[src/rtl/sprite_anim_if.sv]
// sprite_anim_if
// Bundles the player/timing inputs and the registered sprite outputs of the
// sprite animation sequencer.
//   frame_tick   : one-cycle pulse per video frame (start of vertical blank)
//   move_left    : level, player holds left
//   move_right   : level, player holds right
//   jump         : pulse or level, jump request
//   sprite_state : {row[1:0], frame_idx[1:0]} tile index to the position mux
//   facing_left  : direction of the last walk
//   in_jump      : high while the jump animation plays
//   anim_step    : one-cycle pulse when sprite_state takes a new value
// The master modport drives the inputs (player/timing side); the slave
// modport is the sequencer itself.
interface sprite_anim_if;
    logic       frame_tick;
    logic       move_left;
    logic       move_right;
    logic       jump;
    logic [3:0] sprite_state;
    logic       facing_left;
    logic       in_jump;
    logic       anim_step;

    modport master (
        output frame_tick, move_left, move_right, jump,
        input  sprite_state, facing_left, in_jump, anim_step
    );

    modport slave (
        input  frame_tick, move_left, move_right, jump,
        output sprite_state, facing_left, in_jump, anim_step
    );
endinterface

[src/rtl/sprite_anim_ctrl.sv]
// sprite_anim_ctrl
// Animation sequencer for a 64x64 sprite sheet. A frame-tick divider produces
// an animation step every FRAMES_PER_STEP frames; on each step the FSM picks
// the animation row (idle, walk right, walk left, jump) from player inputs and
// advances or restarts the frame index. All outputs are registered and change
// only on a step, so a tile never changes mid-frame.
// Ports:
//   clk   : pixel clock, rising edge
//   reset : synchronous, active-high
//   bus   : sprite_anim_if.slave (inputs frame_tick/move_left/move_right/jump,
//           outputs sprite_state/facing_left/in_jump/anim_step)
// Parameter FRAMES_PER_STEP (1..63, default 6): frame ticks per animation step.
// Build option SPRITE_JUMP_EN: when defined, the jump row, the latched jump
// request and in_jump are implemented; otherwise jump is ignored and in_jump
// is tied low.
module sprite_anim_ctrl #(
    parameter int FRAMES_PER_STEP = 6
) (
    input  logic          clk,
    input  logic          reset,
    sprite_anim_if.slave  bus
);

    localparam int DIV_W = (FRAMES_PER_STEP > 1) ? $clog2(FRAMES_PER_STEP) : 1;

    localparam logic [1:0] ST_IDLE   = 2'd0;
    localparam logic [1:0] ST_WALK_R = 2'd1;
    localparam logic [1:0] ST_WALK_L = 2'd2;
`ifdef SPRITE_JUMP_EN
    localparam logic [1:0] ST_JUMP   = 2'd3;
`endif

    logic [DIV_W-1:0] div_cnt_q, div_cnt_d;
    logic [1:0]       state_q, state_d;
    logic [1:0]       frame_idx_q, frame_idx_d;
    logic             facing_left_q, facing_left_d;
    logic             anim_step_q, anim_step_d;
    logic             step;
    logic [1:0]       walk_mode;
    logic [1:0]       next_mode;

    // Frame divider: a step is the frame tick that completes a full count.
    always_comb begin
        step      = bus.frame_tick && (div_cnt_q == DIV_W'(FRAMES_PER_STEP - 1));
        div_cnt_d = div_cnt_q;
        if (bus.frame_tick) begin
            div_cnt_d = step ? '0 : div_cnt_q + DIV_W'(1);
        end
    end

    // Mode selection. Opposing directions cancel to idle. A running jump
    // holds its row until its last frame; only then are inputs looked at
    // again, and the jump input itself is not honoured while jumping.
`ifdef SPRITE_JUMP_EN
    logic jump_pending_q, jump_pending_d;
    logic in_jump_q, in_jump_d;
`endif

    always_comb begin
        walk_mode = ST_IDLE;
        if (bus.move_right && !bus.move_left) begin
            walk_mode = ST_WALK_R;
        end else if (bus.move_left && !bus.move_right) begin
            walk_mode = ST_WALK_L;
        end
`ifdef SPRITE_JUMP_EN
        if (state_q == ST_JUMP) begin
            next_mode = (frame_idx_q != 2'd3) ? ST_JUMP : walk_mode;
        end else if (bus.jump || jump_pending_q) begin
            next_mode = ST_JUMP;
        end else begin
            next_mode = walk_mode;
        end
`else
        next_mode = walk_mode;
`endif
    end

    // Step update: same row advances the frame, a new row restarts at 0.
    always_comb begin
        state_d       = state_q;
        frame_idx_d   = frame_idx_q;
        facing_left_d = facing_left_q;
        anim_step_d   = step;
        if (step) begin
            state_d     = next_mode;
            frame_idx_d = (next_mode == state_q) ? frame_idx_q + 2'd1 : 2'd0;
            if (next_mode == ST_WALK_L) begin
                facing_left_d = 1'b1;
            end else if (next_mode == ST_WALK_R) begin
                facing_left_d = 1'b0;
            end
        end
    end

`ifdef SPRITE_JUMP_EN
    // A jump request outside the jump row is latched until the step that
    // enters the jump consumes it.
    always_comb begin
        jump_pending_d = jump_pending_q;
        if (state_q != ST_JUMP) begin
            if (step && next_mode == ST_JUMP) begin
                jump_pending_d = 1'b0;
            end else if (bus.jump) begin
                jump_pending_d = 1'b1;
            end
        end
        in_jump_d = (state_d == ST_JUMP);
    end

    always_ff @(posedge clk) begin
        if (reset) begin
            jump_pending_q <= 1'b0;
            in_jump_q      <= 1'b0;
        end else begin
            jump_pending_q <= jump_pending_d;
            in_jump_q      <= in_jump_d;
        end
    end

    assign bus.in_jump = in_jump_q;
`else
    assign bus.in_jump = 1'b0;
`endif

    always_ff @(posedge clk) begin
        if (reset) begin
            div_cnt_q     <= '0;
            state_q       <= ST_IDLE;
            frame_idx_q   <= 2'd0;
            facing_left_q <= 1'b0;
            anim_step_q   <= 1'b0;
        end else begin
            div_cnt_q     <= div_cnt_d;
            state_q       <= state_d;
            frame_idx_q   <= frame_idx_d;
            facing_left_q <= facing_left_d;
            anim_step_q   <= anim_step_d;
        end
    end

    assign bus.sprite_state = {state_q, frame_idx_q};
    assign bus.facing_left  = facing_left_q;
    assign bus.anim_step    = anim_step_q;

endmodule

[src/flat_wrapper.sv]
// flat-port wrapper written by rule: the top's interface ports become plain ports
module sprite_anim_ctrl_flat 
#(
    parameter int FRAMES_PER_STEP = 6
)
  (clk, reset, bus_frame_tick, bus_move_left, bus_move_right, bus_jump, bus_sprite_state, bus_facing_left, bus_in_jump, bus_anim_step);
  sprite_anim_if bus_i ();
  input  logic clk;
  input  logic reset;
  input wire logic [$bits(bus_i.frame_tick)-1:0] bus_frame_tick;
  input wire logic [$bits(bus_i.move_left)-1:0] bus_move_left;
  input wire logic [$bits(bus_i.move_right)-1:0] bus_move_right;
  input wire logic [$bits(bus_i.jump)-1:0] bus_jump;
  output wire logic [$bits(bus_i.sprite_state)-1:0] bus_sprite_state;
  output wire logic [$bits(bus_i.facing_left)-1:0] bus_facing_left;
  output wire logic [$bits(bus_i.in_jump)-1:0] bus_in_jump;
  output wire logic [$bits(bus_i.anim_step)-1:0] bus_anim_step;
  assign bus_i.frame_tick = bus_frame_tick;
  assign bus_i.move_left = bus_move_left;
  assign bus_i.move_right = bus_move_right;
  assign bus_i.jump = bus_jump;
  assign bus_sprite_state = bus_i.sprite_state;
  assign bus_facing_left = bus_i.facing_left;
  assign bus_in_jump = bus_i.in_jump;
  assign bus_anim_step = bus_i.anim_step;
  sprite_anim_ctrl #(.FRAMES_PER_STEP(FRAMES_PER_STEP)) u_core (.clk(clk), .reset(reset), .bus(bus_i));
endmodule
[config.mk]
export PLATFORM = sky130hd
export DESIGN_NAME = sprite_anim_ctrl_flat
export DESIGN_NICKNAME = d
export VERILOG_FILES = /design/src/rtl/sprite_anim_if.sv /design/src/rtl/sprite_anim_ctrl.sv /design/src/flat_wrapper.sv
export SDC_FILE = /design/constraint.sdc
export NUM_CORES = 1
export LEC_CHECK = 0
export ABC_CLOCK_PERIOD_IN_PS = 1400
export CAP_MARGIN = 40
export CORE_AREA = 2 2 39 41
export DETAILED_ROUTE_END_ITERATION = 6
export DIE_AREA = 0 0 41 43
export PLACE_DENSITY = 0.68
export SLEW_MARGIN = 15
export SYNTH_ARGS = -nofsm -noshare
export SYNTH_HDL_FRONTEND = slang
export SYNTH_SLANG_ARGS = --single-unit
export TNS_END_PERCENT = 5
[constraint.sdc]
create_clock -name clk -period 1.4 [get_ports clk]
set_clock_uncertainty 0.15 [all_clocks]
set_input_delay 0.28 -clock clk [delete_from_list [all_inputs] [get_ports clk]]
set_output_delay 0.28 -clock clk [all_outputs]
set_load 0.02 [all_outputs]
Word-level counts from Yosys, hierarchy flattened --
Index checks and enable logic that the tools add are counted.
Storage, ports and cells: memories 0, bits in read-only memories 0, latch bits 0, RAM bits 0, register bits after elaboration 9, input bits 6
Operators by class: $mul 0, div/mod/pow operators 0, add/subtract/negate cells 2, bitwise gates (word level) 0, eq/ne operators 4, reductions and logical operators 7, multiplexer cells 6, shift operators 0, $lt $le $gt $ge 0
Operators by type and width (count):
- $mux 2 | 3
- $add 3x1->3 const B | 1
- $eq 3x3->1 const B | 1
- $logic_and 1x1->1 | 3
- $mux 3 | 1
- $add 2x1->2 const B | 1
- $eq 2x1->1 const B | 1
- $eq 2x2->1 | 1
- $eq 2x2->1 const B | 1
- $logic_not 1->1 | 2
- $mux 1 | 2
- $reduce_and 2->1 | 1
- $reduce_bool 2->1 | 1

Logic depth before layout (Yosys ltp) --
depth in word-level cells 7, gate-level depth with buffers 6

Worst setup path after synthesis --
OpenSTA, ideal clock, no wires.
path kind reg2reg, start reg u_core.div_cnt_q[1], end reg u_core.div_cnt_q[1], data arrival time 1.095 ns, clock period less this slack 1.348 ns, stages on the path, launching flop included 6, buffers on the path 1, setup slack 0.052 ns, cell sequence dfxtp_1 > inv_1 > ha_1 > and3_1 > buf_6 > a2111oi_2
Between the ends: word-level cells in the longest chain between the ends 3, elaborated cells between the ends (all ways) 4, those cells by class add/sub: 1; eq/ne: 1; mux: 1; reduce/logical: 1
RTL lines:
- start: declaration | line sprite_anim_ctrl.sv:33 | logic [DIV_W-1:0] div_cnt_q, div_cnt_d;
- start signal: assignment | line sprite_anim_ctrl.sv:134 | div_cnt_q <= div_cnt_d;
- branches (longest 2 deep; another with $add 3x1->3)
- $mux 3 (*) | line sprite_anim_ctrl.sv:47 | div_cnt_d = step ? '0 : div_cnt_q + DIV_W'(1);
Mark *: on every way between the ends. A chain may end at the register's enable or synchronous reset.

Worst setup path after layout --
start reg u_core.frame_idx_q[0], end out bus_sprite_state[0]
RTL lines:
- start: declaration | line sprite_anim_ctrl.sv:35 | logic [1:0] frame_idx_q, frame_idx_d;
- start signal: assignment | line sprite_anim_ctrl.sv:136 | frame_idx_q <= frame_idx_d;
- end: declaration | line flat_wrapper.sv:14 | output wire logic [$bits(bus_i.sprite_state)-1:0] bus_sprite_state;
No word-level cell between the ends.

==> results.md <==
* Status: complete, no violations
* Starting Density at 0.322
* Largest net degree at the start of global routing at 9
* Post-route ant nets at 0
* Overall routing resource usage at 0.121
* Placed Cells at 83
* Yosys Warn Count at 0
* Drt first pass iters at 2
* Area contributors post-synth: dfxtp_1, ha_1, nand2_1
* Ratio of cells with drive above 1 in the final layout at 0.282
* Peak supply drop at 286 uV
* Post-synthesis register bit count at 9
* Final non-filler cell total at 87
* Max Fclk at approximately 740 MHz
* Row count at 14
* Max_cap viols at 0
* Hold Startpoint: u_core.bus.facing_left$_SDFFE_PP0P_
* DR iter-0 viols at 4
* Die outline area at around 1800 sq um
* CTS sink cnt at 9
* Reg2reg end: u_core.div_cnt_q[1]$_SDFFE_PP0P_
* Pwr dens at just over 800 nW/um^2
* Max Slew Vio Count at 0
* Initial antenna violation count at 0
* Die X at a little over 40 um
* Crit path capture type: output port
* First-pass GRT wire length at around 1400 um
* Placer Congestion at approximately 0.78
* Leak at 0.299 nW
* XOR/XNOR Fraction of Synth Area at 0.0590
* Number of placed I/O pins at 13
* Mapped Avg Cell Area at just under 9 sq um
* Mux cell area share after synthesis at 0
* Synthesized instance count at 50
* Internal reg-to-reg setup slack at roughly 0.080 ns
* Area share of and/or/nand/nor cells after synthesis at 0.213
* Largest family of logic cells by synthesized area: simple AND/OR/NAND/NOR gates
* RR Startpoint: u_core.div_cnt_q[1]$_SDFFE_PP0P_
* Core ar. at 1380 sq um
* Worst skew pair latency at around 0.27 ns
* Fin Setup TNS at 0 ns
* Root Buffer: clkbuf_4
* Pwr Total at approximately 0.57 mW
* Syn-to-layout area delta at 55.3%
* CP arrival at approximately 0.93 ns
* Post-synthesis compound-gate area fraction at 0.126
* Wirelength per Cell at between 10 and 15 um
* Period utilisation layout at 0.969
* Setup bufs post-CTS at 0
* HPWL after DPL at between 600 and 700 um
* Hold Fails Final Rpt at 0
* WL final at between 1000 and 1500 um
* CP max FO at 2
* Netlist cell types at 21
* Clk slew on worst S/H paths at 0.07 ns
* Critical path depth at 1
* Critical-path cell list: dlygate4sd2_1
* Hold Crit Endpoint: u_core.bus.facing_left$_SDFFE_PP0P_
* RSZ-0062 raised after global routing: true
* Req. time, crit path at 0.97 ns
* Clock Tree Buf Depth at 2
* Tmin final at approximately 1.4 ns
* # setup viols final at 0
* Post-synth net total at 60
* Top delay family on crit path: flip-flops
* Commonest cells after routing, fill and taps aside: buf_4, dfxtp_1, nand2_1
* DP Worst Slack at -0.376 ns
* Post-synthesis sequential area ratio at 0.404
* Antenna cells at 0
* WHS Path Cells at 2
* Buf/Inv on CP at 1
* Vias in the first global route at 344
* Via Count at about 410
* GRT overflow at 0
* Post-Syn Area at 445 sq um
* DR vias/cell at roughly 4.7
* Commonest non-fill, non-tap cell in the layout: buf_4
* IO buf count at 10
* Hold Crit Class: reg -> reg
* CP max stage cell: dfxtp_1
* Worst setup path class: reg -> out
* Yosys top cell area share at 0.404
* Worst path max stage delay at between 0.3 and 0.4 ns
* CTS tree: yes
* Die H at ~43 um
* Startpoint types: register
* R2r worst-path depth at 4
* CTS H-tree depth at 1
* Fillers at between 100 and 150
* Adder-Cell Fraction of Synth Area at 0.112
* DRC violations left at 0
* Leading area contributor after synthesis: dfxtp_1
* Nets@finish at 82
* CTS Buf Count at 3
* Final WS setup at between 0.04 and 0.05 ns
-- through the flow --
stage	area (sq um)	util	hold slack, ns
after floorplan	445	-	0.219
after global placement	618	0.447	0.319
after detailed placement	618	0.447	0.326
after CTS	652	0.471	0.338
after global routing	692	0.500	0.364
final	692	0.500	0.343
-- logic make-up after synthesis --
| logic type | count (synthesis) |
|---|---|
| simple gates | 18 |
| compound gates | 9 |
| flops | 9 |
| buf+inv | 6 |
| fa+ha+maj | 4 |
| xor+xnor | 3 |
| other cells | 1 |
-- worst register-to-register path, delay by kind of cell, from the launching register on --
family | cells | cell delay, ns
fa+ha+maj | 1 | 0.20
buf+inv | 1 | 0.04
compound gates | 1 | 0.28
simple gates | 1 | 0.22
flops | 1 | 0.33
-- cell usage after synthesis --
| library cell | n |
|---|---|
| a2111oi_2 | 1 |
| a21oi_1 | 5 |
| a31oi_1 | 1 |
| and3_1 | 1 |
| buf_4 | 1 |
| buf_6 | 1 |
| clkbuf_1 | 1 |
| conb_1 | 1 |
| dfxtp_1 | 9 |
| ha_1 | 4 |
| inv_1 | 3 |
| nand2_1 | 7 |
| nand3_1 | 1 |
| nand3b_1 | 2 |
| nand4_1 | 1 |
| nand4b_1 | 2 |
| nor2_1 | 2 |
| nor2b_1 | 1 |
| nor3_1 | 1 |
| o21ai_0 | 2 |
| xnor2_1 | 3 |
-- routing by layer --
metal	vias to the layer above	global-route usage	wire length, um
li1	211	-	-
met1	195	0.150	494
met2	6	0.156	509
met3	0	0.0471	26
met4	0	0.100	0
met5	-	0	0
-- worst max path at each step --
stage / from / to
after floorplan: u_core.div_cnt_q[1]$_SDFFE_PP0P_ / u_core.div_cnt_q[1]$_SDFFE_PP0P_
after detailed placement: bus_move_left / u_core.frame_idx_q[1]$_SDFFE_PP0P_
final: u_core.frame_idx_q[0]$_SDFFE_PP0P_ / bus_sprite_state[0]
after global placement: bus_move_left / u_core.frame_idx_q[1]$_SDFFE_PP0P_
after CTS: bus_move_left / u_core.frame_idx_q[1]$_SDFFE_PP0P_
after global routing: u_core.div_cnt_q[0]$_SDFFE_PP0P_ / u_core.bus.facing_left$_SDFFE_PP0P_
-- power by group --
part | switching [mW] | internal, mW | total (mW)
Clock | 0.102 | 0.110 | 0.213
Sequential | 0.00417 | 0.263 | 0.267
Combinational | 0.0393 | 0.0480 | 0.0873
Total | 0.146 | 0.421 | 0.567
-- layout make-up --
cell class / instances / area, sq um / share of cell area
Clock buffer: 4 / 26.3 / 0.0380
Timing Repair Buffer: 20 / 176 / 0.255
Multi-Input combinational cell: 35 / 278 / 0.401
Tap cell: 16 / 20.0 / 0.0289
Sequential cell: 9 / 180 / 0.260
Inverter: 3 / 11.3 / 0.0163
-- registers in the layout (all words and copies together) (netlist names) --
register	count
u_core.bus.anim_step	1
u_core.frame_idx_q	2
u_core.state_q	2
u_core.bus.facing_left	1
u_core.div_cnt_q	3
-- timing repair --
action,CTS,global route
setup endpoints to repair,8,6
hold buffers,0,0
gates resized for setup,8,12
pin swaps,0,4
No activity file was read; power rests on OpenSTA's default activity.
==> variant 1, RTL diff (same settings) <==
`FRAMES_PER_STEP` is set to 6 in 2 places; all go to 8. Comments in the files are not updated.
--- a/src/rtl/sprite_anim_ctrl.sv
+++ b/src/rtl/sprite_anim_ctrl.sv
@@ -14,7 +14,7 @@
 // request and in_jump are implemented; otherwise jump is ignored and in_jump
 // is tied low.
 module sprite_anim_ctrl #(
-    parameter int FRAMES_PER_STEP = 6
+    parameter int FRAMES_PER_STEP = 8
 ) (
     input  logic          clk,
     input  logic          reset,
--- a/src/flat_wrapper.sv
+++ b/src/flat_wrapper.sv
@@ -1,7 +1,7 @@
 // flat-port wrapper written by rule: the top's interface ports become plain ports
 module sprite_anim_ctrl_flat 
 #(
-    parameter int FRAMES_PER_STEP = 6
+    parameter int FRAMES_PER_STEP = 8
 )
   (clk, reset, bus_frame_tick, bus_move_left, bus_move_right, bus_jump, bus_sprite_state, bus_facing_left, bus_in_jump, bus_anim_step);
   sprite_anim_if bus_i ();
Formal check against the unedited RTL: not equivalent (a bounded check fails within 10 cycles, from zero or initial values and one cycle with reset high).
==> variant 1 against the unedited design <==
- final area shrank 0.72%
- sequential cell count is the same
- setup slack gained 15 ps
- largest power group unchanged
- via count shrank 2.9%
- total power shrank 8.3%
- sequential share of layout area grew 0.19 points
- synthesized area grew 0.28%
- wire length shrank 16%
==> variant 1: results (changes against the unedited design) <==
[outcome]
status=completed  ; unchanged

[detailed_routing]
met2WireLength_um=443  ; was 509 um
wl_met3_um=50  ; was 26 um
avgRoutedWirePerCell_um=10.0  ; was 11.8 um
drtIter0Drc=3  ; was 4
viasPerCell=4.65  ; was 4.74
drt-met1-wl_um=358  ; was 494 um
wl_um=864  ; was 1030 um
routed.top_layer=met4  ; was met3

[final_layout]
nFillCells=141  ; was 129
multi_input_gates=34  ; was 35
nonClkBufAreaFrac=0.251  ; was 0.255
drive_gt1_frac=0.314  ; was 0.282
final-clk-cell-share=0.0383  ; was 0.0380

[place]
place_ws_ps=-340  ; was -376 ps
place_inst=82  ; was 83
gp_congestion=0.698  ; was 0.779

[power]
peakVddDrop_uv=390  ; was 286 uV
p_leak_nw=0.325  ; was 0.299 nW
netSwitchingFraction=0.220  ; was 0.257

[logic_synthesis]
ys_top_cells_by_count=dfxtp_1, a21oi_1, ha_1, nand2_1, nor2_1  ; was dfxtp_1, nand2_1, a21oi_1
synth_nets=59  ; was 60
synthAdderAreaFrac=0.112  ; about the same
synth_compound_gate_area_share=0.115  ; was 0.126
syn_area_per_cell_um2=9.12  ; was 8.91 um^2

[clock_network]
clkLatencyLatePin_ps=250  ; was 270 ps
path_clk_slew_ps=50  ; was 70 ps

[global_routing]
grt_use_met1=0.117  ; was 0.150
grt_use_total=0.120  ; was 0.121
grt.met2_usage=0.184  ; was 0.156

[variant 1: cell count changes in the layout (fill, tap and decap cells not counted), moves of 2 or more]
cell             change
ha_2                 +2
ha_1                 -2
nand2_1              -3
clkdlybuf4s15_1      -3
mux2i_1              +2
dlygate4sd2_1        +3
nor2_1               +2
[variant 1: final timing paths]
path,startpoint,endpoint,slack [ps],cells past startpoint
worst min-delay path,u_core.bus.facing_left,u_core.bus.facing_left,320,2
worst min register to register,u_core.bus.facing_left,u_core.bus.facing_left,320,2
worst max-delay path,u_core.state_q[1],bus_sprite_state[3],60,1
worst max register to register,u_core.div_cnt_q[0],u_core.frame_idx_q[1],60,5
[variant 1: kinds of logic after synthesis]
logic type / after synthesis
simple gates: 17
flops: 9
compound gates: 8
buf+inv: 6
fa+ha+maj: 4
xor+xnor: 2
mux: 2
other cells: 1
[variant 1: what timing repair did]
item,CTS,global route
gates resized for setup,9,6
buffers inserted,0,0
pin swaps,0,5
cloned,0,0
setup endpoints to repair,8,2
==> variant 2, RTL diff (same flow settings) <==
Made on the original files. Add a define of `SPRITE_JUMP_EN`.
--- a/src/rtl/sprite_anim_ctrl.sv
+++ b/src/rtl/sprite_anim_ctrl.sv
@@ -13,6 +13,8 @@
 // Build option SPRITE_JUMP_EN: when defined, the jump row, the latched jump
 // request and in_jump are implemented; otherwise jump is ignored and in_jump
 // is tied low.
+`define SPRITE_JUMP_EN
+
 module sprite_anim_ctrl #(
     parameter int FRAMES_PER_STEP = 6
 ) (
Formal check against the unedited RTL: not equivalent (Yosys sat finds a counterexample within 10 cycles, from zero or initial values and one cycle with reset high).
==> variant 2 against the unedited design <==
- the run now ends with setup timing left
- final area up 35%
- fmax shrank 15%
- synthesized area is 37% higher
- cell count increased by 33%
- setup slack got worse by 240 ps
- wire length increased by 47%
- total power rose by 15%
- clock power increased by 2%
- count of clock-buffer cells in the layout is the same
- sequential cell count rose by 2
- critical endpoint is now u_core.bus.facing_left
- highest routed layer is now met4
==> variant 2: results (changes against the unedited design) <==
[outcome]
status=complete, but fails checks  ; was completed
violations=setup timing

[global_routing]
grt_pass1_wl_um=2200  ; was 1350 um
grt_pass1_vias=568  ; was 344
grt_max_degree=13  ; was 9
grt_use_total=0.187  ; was 0.121

[place]
place_area_um2=881  ; was 618 um^2
hpwl_um=1030  ; was 676 um
gp_congestion=0.679  ; was 0.779
portBuffers=12  ; was 10

[clock_network]
tritoncts=done  ; unchanged
clock-root-buffer=clkbuf_4  ; unchanged
path_clk_slew_ps=70  ; about the same

[setup_path]
critical_path.max_fanout=4  ; was 2
slowest_delay_ps=380  ; was 330 ps
cp_slowest_cell=dfxtp_4  ; was dfxtp_1
crit_arrival_ps=1650  ; was 930 ps
crit_start=u_core.state_q[0]  ; was u_core.frame_idx_q[0]

[power]
comb-power_mw=0.114  ; was 0.0873 mW
peakVddDrop_uv=604  ; was 286 uV
p_leak_nw=0.414  ; was 0.299 nW
clock_power_mw=0.218  ; was 0.213 mW
netSwitchingFraction=0.258  ; was 0.257

[logic_synthesis]
ys_ff_latch=11  ; was 9
ys_top_cells_by_count=dfxtp_1, nor2_1, a21oi_1, inv_1, ha_1  ; was dfxtp_1, nand2_1, a21oi_1
synthAdderAreaFrac=0.102  ; was 0.112
synthXorXnorAreaFrac=0.0143  ; was 0.0590
synth_cell_types=28  ; was 21
ys_seq_area_frac=0.360  ; was 0.404
synth.top_cells.by_area=dfxtp_1, ha_1, nor2_1  ; was dfxtp_1, ha_1, nand2_1
synth_nets=80  ; was 60
synth_mux_area_frac=0.0552  ; was 0
synth_compound_gate_area_share=0.174  ; was 0.126

[sta]
setup_viol=4  ; was 0
fin_setup_tns_ps=-383  ; was 0 ps
fin_ws_ps=-195  ; was 43.9 ps

[final_layout]
inv_count=6  ; was 3
nFillCells=116  ; was 129
drive_gt1_frac=0.430  ; was 0.282
multi_input_area_um2=393  ; was 278 um^2
finalInstanceArea_um2=935  ; was 692 um^2
buffers=30  ; was 20
multi_input_gates=49  ; was 35
nonClkBufAreaFrac=0.253  ; was 0.255
seq_share=0.253  ; was 0.260
nNetsFinal=112  ; was 82

[detailed_routing]
drtIter0Drc=8  ; was 4
drt-pass1-iter-count=4  ; was 2
avgRoutedWirePerCell_um=13.0  ; was 11.8 um
viasPerCell=5.02  ; was 4.74

variant 2: repair_timing:
item	CTS	global route
endpoints found under the setup margin	13	12
cloned	0	0
gates resized for setup	20	11
pin swaps	1	5
setup buffers	0	1
variant 2: final timing paths:
| path | endpoint | slack (ps) | cells past startpoint |
|---|---|---|---|
| hold / removal | u_core.bus.facing_left | 330 | 2 |
| setup / recovery | u_core.bus.facing_left | -200 | 8 |
| hold reg to reg | u_core.bus.facing_left | 330 | 2 |
| setup reg to reg | u_core.bus.facing_left | -200 | 8 |
variant 2: metal layers:
layer,vias to the layer above,track usage,part of all wire
li1,302,-,-
met1,270,0.198,0.40
met2,8,0.316,0.57
met3,2,0.0471,0.020
met4,0,0.100,0.0066
met5,-,0,0
variant 2: metrics by stage:
step	setup WS (ps)	power, mW	hold slack (ps)	std cells
6_report	-195	0.650	335	116
5_1_grt	-260	0.689	348	116
4_1_cts	-207	0.650	317	115
3_5_place_dp	-592	0.432	310	111
3_3_place_gp	-519	0.427	304	111
2_1_floorplan	-197	0.375	271	69
